### src/rtl/div_request_arbiter.sv
// ---------------------------------------------------------------------------
// div_request_arbiter
//
// Initiator side of the shared RV32M divide/remainder unit. Four cores present
// DIV/DIVU/REM/REMU requests; one is granted per cycle in round-robin order.
// Granted requests are issued to the divide unit, and per-core result pulses are
// routed back to the core that issued them. Divide-by-zero and signed overflow
// are resolved here and never reach the unit.
//
// Ports
//   clk              in   clock, rising edge
//   reset            in   asynchronous, active-low reset
//   core_req_valid   in   [3:0]    per-core request valid
//   core_order       in   [7:0]    per-core op [2i+1:2i]: bit0 unsigned, bit1 remainder
//   core_rs1/rs2     in   [127:0]  per-core operands [32i+31:32i]
//   core_accept      out  [3:0]    one-cycle pulse, request of core i captured
//   core_resp_valid  out  [3:0]    one-cycle pulse, result for core i valid
//   core_resp_data   out  [127:0]  per-core result, held until next response
//   core_busy        out  [3:0]    core i waiting on the divide unit
//   div_request      out           issue strobe to the divide unit
//   div_core_num     out  [2:0]    issued core number (bit 2 always 0)
//   div_order        out  [1:0]    issued op code
//   div_rs1/rs2      out  [31:0]   issued operands
//   div_ready        in   [3:0]    per-core result pulse from the divide unit
//   div_ans          in   [127:0]  per-core result from the divide unit
//   protocol_err     out           sticky: div_ready seen for a core not waiting
// ---------------------------------------------------------------------------
module div_request_arbiter (
    input  logic         clk,
    input  logic         reset,
    input  logic [3:0]   core_req_valid,
    input  logic [7:0]   core_order,
    input  logic [127:0] core_rs1,
    input  logic [127:0] core_rs2,
    output logic [3:0]   core_accept,
    output logic [3:0]   core_resp_valid,
    output logic [127:0] core_resp_data,
    output logic         div_request,
    output logic [2:0]   div_core_num,
    output logic [1:0]   div_order,
    output logic [31:0]  div_rs1,
    output logic [31:0]  div_rs2,
    input  logic [3:0]   div_ready,
    input  logic [127:0] div_ans,
    output logic [3:0]   core_busy,
    output logic         protocol_err
);

    typedef enum logic [1:0] {
        ST_IDLE = 2'd0,
        ST_WAIT = 2'd1,
        ST_RESP = 2'd2
    } state_t;

    state_t       state_q [4];
    state_t       state_d [4];
    logic [1:0]   rr_ptr_q, rr_ptr_d;
    logic [3:0]   accept_q, accept_d;
    logic [127:0] resp_data_q, resp_data_d;
    logic         div_request_q, div_request_d;
    logic [2:0]   div_core_num_q, div_core_num_d;
    logic [1:0]   div_order_q, div_order_d;
    logic [31:0]  div_rs1_q, div_rs1_d;
    logic [31:0]  div_rs2_q, div_rs2_d;
    logic         protocol_err_q, protocol_err_d;

    // Returns {found, index} of the first set bit of elig searching upward
    // (mod 4) from ptr. Scanning from the far end lets the nearest hit win.
    function automatic logic [2:0] rr_pick(input logic [3:0] elig, input logic [1:0] ptr);
        logic [1:0] cand;
        logic [2:0] res;
        res = 3'b000;
        for (int k = 3; k >= 0; k--) begin
            cand = ptr + 2'(k);
            if (elig[cand]) res = {1'b1, cand};
        end
        return res;
    endfunction

    // ------------------------------------------------------------------
    // Arbitration and bypass decode on the granted request
    // ------------------------------------------------------------------
    logic [3:0]  eligible;
    logic [2:0]  pick;
    logic        grant_valid;
    logic [1:0]  grant_idx;
    logic [1:0]  g_order;
    logic [31:0] g_rs1, g_rs2;
    logic        div_by_zero, overflow, bypass;
    logic [31:0] bypass_data;

    always_comb begin
        for (int i = 0; i < 4; i++) begin
            eligible[i]        = core_req_valid[i] && (state_q[i] == ST_IDLE);
            core_resp_valid[i] = (state_q[i] == ST_RESP);
            core_busy[i]       = (state_q[i] == ST_WAIT);
        end
    end

    assign pick        = rr_pick(eligible, rr_ptr_q);
    assign grant_valid = pick[2];
    assign grant_idx   = pick[1:0];
    assign g_order     = core_order[{grant_idx, 1'b0} +: 2];
    assign g_rs1       = core_rs1[{grant_idx, 5'b0} +: 32];
    assign g_rs2       = core_rs2[{grant_idx, 5'b0} +: 32];

    // Division by zero takes precedence; overflow only exists for signed ops.
    assign div_by_zero = (g_rs2 == 32'h0);
    assign overflow    = !g_order[0] && (g_rs1 == 32'h8000_0000) && (g_rs2 == 32'hFFFF_FFFF);
    assign bypass      = div_by_zero || overflow;

    always_comb begin
        if (div_by_zero) bypass_data = g_order[1] ? g_rs1 : 32'hFFFF_FFFF;
        else             bypass_data = g_order[1] ? 32'h0 : 32'h8000_0000;
    end

    // ------------------------------------------------------------------
    // Next-state logic
    // ------------------------------------------------------------------
    always_comb begin
        // NOTE: every signal gets a default here so no path leaves it unassigned,
        // which would otherwise infer a latch.
        resp_data_d    = resp_data_q;
        accept_d       = 4'b0;
        rr_ptr_d       = rr_ptr_q;
        div_request_d  = 1'b0;
        div_core_num_d = div_core_num_q;
        div_order_d    = div_order_q;
        div_rs1_d      = div_rs1_q;
        div_rs2_d      = div_rs2_q;
        protocol_err_d = protocol_err_q;

        for (int i = 0; i < 4; i++) begin
            state_d[i] = state_q[i];
            case (state_q[i])
                ST_IDLE: begin
                    if (grant_valid && (grant_idx == 2'(i))) begin
                        accept_d[i] = 1'b1;
                        if (bypass) begin
                            state_d[i]            = ST_RESP;
                            resp_data_d[32*i +: 32] = bypass_data;
                        end else begin
                            state_d[i] = ST_WAIT;
                        end
                    end
                end
                ST_WAIT: begin
                    if (div_ready[i]) begin
                        state_d[i]            = ST_RESP;
                        resp_data_d[32*i +: 32] = div_ans[32*i +: 32];
                    end
                end
                default: state_d[i] = ST_IDLE;
            endcase

            // A result for a core that is not waiting is dropped and flagged.
            if (div_ready[i] && (state_q[i] != ST_WAIT)) protocol_err_d = 1'b1;
        end

        if (grant_valid) begin
            rr_ptr_d = grant_idx + 2'd1;
            if (!bypass) begin
                div_request_d  = 1'b1;
                div_core_num_d = {1'b0, grant_idx};
                div_order_d    = g_order;
                div_rs1_d      = g_rs1;
                div_rs2_d      = g_rs2;
            end
        end
    end

    // ------------------------------------------------------------------
    // State registers
    // ------------------------------------------------------------------
    // NOTE: sequential state uses non-blocking assignments so all flops update
    // from the same pre-edge values regardless of statement order.
    always_ff @(posedge clk or negedge reset) begin
        if (!reset) begin
            for (int i = 0; i < 4; i++) state_q[i] <= ST_IDLE;
            rr_ptr_q       <= 2'd0;
            accept_q       <= 4'b0;
            // NOTE: the result holding registers are reset too, since their
            // values are visible on core_resp_data straight out of reset.
            resp_data_q    <= 128'h0;
            div_request_q  <= 1'b0;
            div_core_num_q <= 3'd0;
            div_order_q    <= 2'd0;
            div_rs1_q      <= 32'h0;
            div_rs2_q      <= 32'h0;
            protocol_err_q <= 1'b0;
        end else begin
            for (int i = 0; i < 4; i++) state_q[i] <= state_d[i];
            rr_ptr_q       <= rr_ptr_d;
            accept_q       <= accept_d;
            resp_data_q    <= resp_data_d;
            div_request_q  <= div_request_d;
            div_core_num_q <= div_core_num_d;
            div_order_q    <= div_order_d;
            div_rs1_q      <= div_rs1_d;
            div_rs2_q      <= div_rs2_d;
            protocol_err_q <= protocol_err_d;
        end
    end

    assign core_accept    = accept_q;
    assign core_resp_data = resp_data_q;
    assign div_request    = div_request_q;
    assign div_core_num   = div_core_num_q;
    assign div_order      = div_order_q;
    assign div_rs1        = div_rs1_q;
    assign div_rs2        = div_rs2_q;
    assign protocol_err   = protocol_err_q;

endmodule

### config.mk
export PLATFORM = sky130hd
export DESIGN_NAME = div_request_arbiter
export DESIGN_NICKNAME = d
export VERILOG_FILES = /design/src/rtl/div_request_arbiter.sv
export SDC_FILE = /design/constraint.sdc
export NUM_CORES = 1
export LEC_CHECK = 0
export CAP_MARGIN = 20
export CORE_AREA = 2 2 238 240
export DETAILED_ROUTE_END_ITERATION = 8
export DIE_AREA = 0 0 240 242
export HOLD_SLACK_MARGIN = 0.05
export PLACE_DENSITY_LB_ADDON = 0.1
export SLEW_MARGIN = 20
export SYNTH_ARGS = -nofsm -noshare
export SYNTH_HDL_FRONTEND = slang
export SYNTH_SLANG_ARGS = --single-unit
### constraint.sdc
create_clock -name clk -period 8 [get_ports clk]
set_input_delay 1.6 -clock clk [delete_from_list [all_inputs] [get_ports clk]]
set_output_delay 1.6 -clock clk [all_outputs]
set_load 0.005 [all_outputs]
# ---- Word level (Yosys, flattened, before mapping)
# Index checks and enable logic that the tools add are counted.
dict set report word_totals {
  regBits 212
  out_inout_bits 211
  input_bits 402
}
dict set report classes {
  reduce_logical 36
  n_shift 3
  eq_ne 29
  bitwise_logic 1
  muxes 55
  magnitude_cmp 4
  addsub 4
}
# op n
set ops {}
lappend ops {{32-bit 2-to-1 mux} 12}
lappend ops {{32-bit one-hot mux with 2 select lines} 4}
lappend ops {{128-bit by 8-bit variable part select with 32-bit output} 2}
lappend ops {{32-bit == test, second input constant} 2}
lappend ops {{32-bit zero test} 1}
lappend ops {{1-bit 2-to-1 mux} 18}
lappend ops {{2-bit 2-to-1 mux} 9}
lappend ops {{2-bit by 1-bit != test with 1-bit output, second input constant} 8}
lappend ops {{2-bit != test, second input constant} 8}
lappend ops {{2-bit one-hot mux with 2 select lines} 4}
lappend ops {{4-bit AND reduction} 4}
lappend ops {{1-bit logical AND} 14}
lappend ops {{2-bit == test, second input constant} 6}
lappend ops {{2-bit by 3-bit less-than comparator with 1-bit output, second input constant} 4}
lappend ops {{3-bit 2-to-1 mux} 4}
lappend ops {{2-bit by 1-bit == test with 1-bit output, second input constant} 5}
lappend ops {{2-bit zero test} 5}
lappend ops {{2-bit AND reduction} 5}
lappend ops {{1-bit binary-select mux with 2-bit select} 4}
lappend ops {{2-bit nonzero test} 4}
lappend ops {{8-bit by 4-bit variable part select with 2-bit output} 1}
lappend ops {{2-bit by 1-bit adder with 2-bit output, second input constant} 2}
lappend ops {{2-bit adder, second input constant} 2}
lappend ops {{4-bit nonzero test} 1}
lappend ops {{3 further kinds} 3}

# ---- Depth between registers and ports, before layout
dict set report depth {
  ltp_word 16
  mapped_depth 17
  ltp_nobuf 10
}

# ---- Worst setup path after synthesis
# Ideal clock, no wire load.
dict set report synth_timing {
  kind {input -> register}
  startpoint {input core_req_valid[3]}
  endpoint {register div_rs1_q[19], in the netlist div_rs1[19]}
  path_stages 13
  setup_slack_ns 2.882
  n_path_buf 3
  arrival_time_ns 4.990
  path_cell_list {or3b_1 buf_4 a22o_1 buf_2 nor3_4 inv_2 mux2i_1 mux2_2 or4_1 nor4_4 a21oi_2 buf_2 mux2_1}
}
dict set report synth_via {
  elab_chain_len 14
}
# item line
set synth_lines {}
lappend synth_lines {{start: declaration} 31} ;# input logic [3:0] core_req_valid,
lappend synth_lines {{1-bit logical AND *} 94} ;# eligible[i] = core_req_valid[i] && (state_q[i] == ST_IDLE);
lappend synth_lines {{1-bit binary-select mux with 2-bit select} 75} ;# if (elig[cand]) res = {1'b1, cand};
lappend synth_lines {{1-bit 2-to-1 mux (not written as such)} 75}
lappend synth_lines {{3-bit 2-to-1 mux (3 in a row)} 75}
lappend synth_lines {{3-bit 2-to-1 mux *} 75}
lappend synth_lines {{via pick[0]} 84} ;# logic [2:0] pick;
lappend synth_lines {{128-bit by 8-bit variable part select with 32-bit output or 8-bit by 4-bit variable part select with 2-bit output (tied branches)} {104, 103}}
lappend synth_lines {{32-bit == test or 1-bit zero test (tied branches)} 109} ;# assign overflow = !g_order[0] && (g_rs1 == 32'h8000_0000) && (g_rs2 == 32'hFFFF_FFFF);
lappend synth_lines {{1-bit logical AND (2 in a row)} 109}
lappend synth_lines {{1-bit logical OR} 110} ;# assign bypass = div_by_zero || overflow;
lappend synth_lines {{1-bit inverter (no line)} -}
lappend synth_lines {{2-bit AND reduction (no line)} -}
lappend synth_lines {{end signal: assignment} 199} ;# div_rs1_q <= div_rs1_d;
lappend synth_lines {{end: declaration} 63} ;# logic [31:0] div_rs1_q, div_rs1_d;
# Mark *: on every way through the listed nets, which the timed path passes. The rest lies on a longest branch. The select of a mux whose other input is x is not followed.
# A chain may end at the register's enable or synchronous reset.

# ---- Worst setup path in the final report
dict set report layout_timing {
  startpoint {input core_req_valid[2]}
  endpoint {register div_rs1_q[11], in the netlist div_rs1[11]}
}
dict set report layout_via {
  elab_chain_len 14
}
# item line
set layout_lines {}
lappend layout_lines {{1-bit logical AND *} 94}
lappend layout_lines {{1-bit binary-select mux with 2-bit select} 75}
lappend layout_lines {{1-bit 2-to-1 mux (not written as such)} 75}
lappend layout_lines {{3-bit 2-to-1 mux (3 in a row)} 75}
lappend layout_lines {{3-bit 2-to-1 mux *} 75}
lappend layout_lines {{128-bit by 8-bit variable part select with 32-bit output or 8-bit by 4-bit variable part select with 2-bit output (tied branches)} {104, 103}}
lappend layout_lines {{32-bit == test or 1-bit zero test (tied branches)} 109}
lappend layout_lines {{1-bit logical AND (2 in a row)} 109}
lappend layout_lines {{1-bit logical OR} 110}
lappend layout_lines {{1-bit inverter (no line)} -}
lappend layout_lines {{2-bit AND reduction (no line)} -}
# Mark *: on every way between the ends. The rest lies on a longest branch, timed or not. The select of a mux whose other input is x is not followed.

==> flow_summary.toml <==
[floorplan]
ios = 613
core_um2 = 55700
dieArea_um2 = 58100
die_w_um = 240
initial_core_util_pct = 25.8
row_count = 87
die_y_um = 242

[clock_tree]
hold_buffers = 0
cts.clk_slew.worst_paths_ps = 60
cts_tree = "built"
post-cts-setup-buffers = 0
cts_resized = 0
numCtsBuffers = 27
clockBufferDepth = 3
insertion_delay_ps = 550
cts-root-buf = "clkbuf_16"
cts_sinks = 212
htreeDepth = 1

[critical_path]
worst_setup_path_end_kind = "register"
cp_cell_sequence = "clkdlybuf4s50_1 -> or3b_4 -> or3_4 -> buf_4 -> a32oi_1 -> a32oi_1 -> nor4_1 -> nand4_1 -> o21ai_0 -> a21oi_4 -> buf_4 -> mux2_1"
critPathTopFamily = "simple AND/OR/NAND/NOR gates"
rr_worst_depth = 11
cpPeakStageDelay_ps = 760
cp.depth = 12
slowest_stage = "nor4_1"
path_buf_inv = 3
path_class = "in2reg"
crit_fanout = 89
worstPathRequired_ps = 8400
worst_setup_path_start_kind = "input port"
critPathLaunch = "core_req_valid[2]"
cp.arrival_ps = 7070
reg2reg_from = "state_q[3]"

[routing]
ant_nets = 0
wire_per_inst_um = 26.3
first_pass_iters = 5
wl_um = 73900
vias = 15000
vias_per_cell = 5.36
drc_errors = 0
drt_iter0_drc = 1158

[layout]
final_common_cell = "clkdlybuf4s50_1"
mostFrequentLayoutCells = "610 x clkdlybuf4s50_1, 212 x dfrtp_1, 180 x inv_1, 144 x o31ai_1, 126 x mux2i_1"
area_delta_synth_final_pct = 53.2
ff_latch_area_um2 = 5310
multi_input_area_um2 = 7700
layout.nets = 2433
layout-drive-gt1-share_pct = 6.21
n_fill_cell = 5647

[synthesis]
synth_mux_area_share_pct = 16.5
synth_top_family_by_area = "compound AO/OA/AOI/OAI gates"
synth_enable_flop_cells = 0
yosys_warnings = 0
synth_simple_gate_area_share_pct = 12.4
syn-cell-area_um2 = 14400
synthDistinctLibCells = 61
synth_top_area_share_pct = 37.0
seq_area_frac_synth_pct = 37.0
yosysTopAreaCell = "dfrtp_1"
avgSynthCellArea_um2 = 9.44
syn-num-nets = 1927
synth-async-reset-ratio_pct = 100
ys_ff_latch = 212
synth_cells = 1521
synth_compound_area_share_pct = 23.6
synth_xor_area_share_pct = 0
ys.flop_type = "dfrtp_1"
synth_adder_area_share_pct = 0.349
synth.top_cells.by_area = "dfrtp_1 37%, mux2i_1 8.8%, o31ai_1 7.5%"

[min_path]
worst_hold_path.num_cells = 2
hold_class = "reg2reg"
hold_start = "protocol_err"

[sta]
worstMarginPinSlew_ps = 1150
setup_violations = 0
fin_hold_ws_ps = 467
tns_ps = 0
fin_crit_ps = 6660
fmax_mhz = 150
skew_ps = 30.3
hold_violations = 0
min_period_over_period_pct = 83.3
slew_viol_final = 0
rsz0062_at_grt = "false"
maxSlewHeadroom_pct = 23.1

[power_and_ir_drop]
swShare_pct = 45.3
power_frac_comb_pct = 61.8
p_per_area_nw_per_um2 = 374
p_seq_share_pct = 23.3
p_int_mw = 4.50
switching_power_mw = 3.72
power.total_mw = 8.22
power_leakage_nw = 9.34
pwr-share-clk_pct = 14.9
peakVddDrop_mv = 0.238

[global_routing]
grt_pass1_vias = 15400
antenna_found_initial = 14
grt_pass1_wl_um = 107000
grt_max_degree = 113
grtUsageTotal_pct = 24.4
grt_overflow_total = 0

[place]
place.gp.congestion = 0.876
port_buffers = 611
place_hpwl_um = 55100

[flow_run]
maxCapViolCount = 0

[run_status]
status = "finished clean"
## sequential cells by signal (all words and copies together), names as in the netlist
name	cells
div_request	1
core_resp_data	128
core_accept	4
div_core_num	2
state_q	8
protocol_err	1
div_rs2	32
div_order	2
rr_ptr_q	2
div_rs1	32
## cells in the mapped netlist (5+ instances only)
| cell | count |
|---|---|
| nor2_1 | 9 |
| clkbuf_1 | 104 |
| nor4_1 | 10 |
| o211ai_1 | 10 |
| a21oi_2 | 5 |
| buf_6 | 7 |
| nand2b_1 | 23 |
| buf_1 | 12 |
| nor2b_1 | 5 |
| nand2_1 | 51 |
| mux2_1 | 86 |
| mux2_2 | 12 |
| a31oi_1 | 93 |
| and2_1 | 103 |
| o31ai_1 | 144 |
| dfrtp_1 | 212 |
| nand4_1 | 61 |
| mux2i_1 | 126 |
| a211oi_1 | 5 |
| a32oi_1 | 97 |
| a221oi_1 | 49 |
| buf_4 | 5 |
| buf_2 | 45 |
| nand3_1 | 5 |
| inv_1 | 180 |
| o22ai_1 | 5 |
## layout make-up
type,count,share of cell area (%)
timing repair buffer,650,29.5
inverter,181,3.09
antenna,5,0.0569
tap,756,4.30
clock buffer,36,3.41
sequential,212,24.1
multi-input combinational,955,35.0
clock inverter,11,0.500
## through the flow
stage | area, µm² | instances | util [%] | setup WS, ps
final | 22000 | 2806 | 39.5 | 1340
after global routing | 22000 | 2804 | 39.5 | 1210
after CTS | 22000 | 2800 | 39.4 | 1430
after detailed placement | 21100 | 2753 | 37.9 | 894
after global placement | 21100 | 2753 | 37.9 | 899
after floorplan | 14400 | 1521 | - | 2880
## power groups by stage
stage | registers [mW] | logic [mW] | clock network [mW]
global route | 1.97 | 5.44 | 1.29
CTS | 1.92 | 5.09 | 1.25
floorplan | 1.88 | 2.50 | 0
finish | 1.92 | 5.08 | 1.22
detailed placement | 1.94 | 5.07 | 0
global placement | 1.93 | 5.04 | 0
## cell families (layout without fill, tap and decap cells)
family	Yosys count	in the layout
other	1	6
AO/OA/AOI/OAI	433	433
AND/OR/NAND/NOR	293	293
flip-flops	212	212
multiplexers	224	224
adder cells (fa/ha/maj)	4	4
buffers and inverters	354	878
## per-layer routing
layer  vias up  track usage (%)  routed length (µm)
met5         -                0                 121
met4        16             6.54                2080
met3       118             5.90                6160
met2       727             40.9               35200
met1      7447             31.2               30300
li1       6736                -                   -
## final timing paths
check	to	slack (ps)
worst max-delay path	div_rs1[11]	1340
worst min-delay path	protocol_err	470
worst max register to register	div_rs1[11]	2340
worst min register to register	protocol_err	470
max in group asynchronous	div_rs1[13]	5520
min in group asynchronous	core_resp_data[122]	1090
## tightest hold or removal path, delay by kind of cell (launching register included)
kind	cells	cell delay [ps]
AO/OA/AOI/OAI	1	40
flip-flops	1	340
AND/OR/NAND/NOR	1	50
Note: power is estimated with default switching activity, not from simulation.
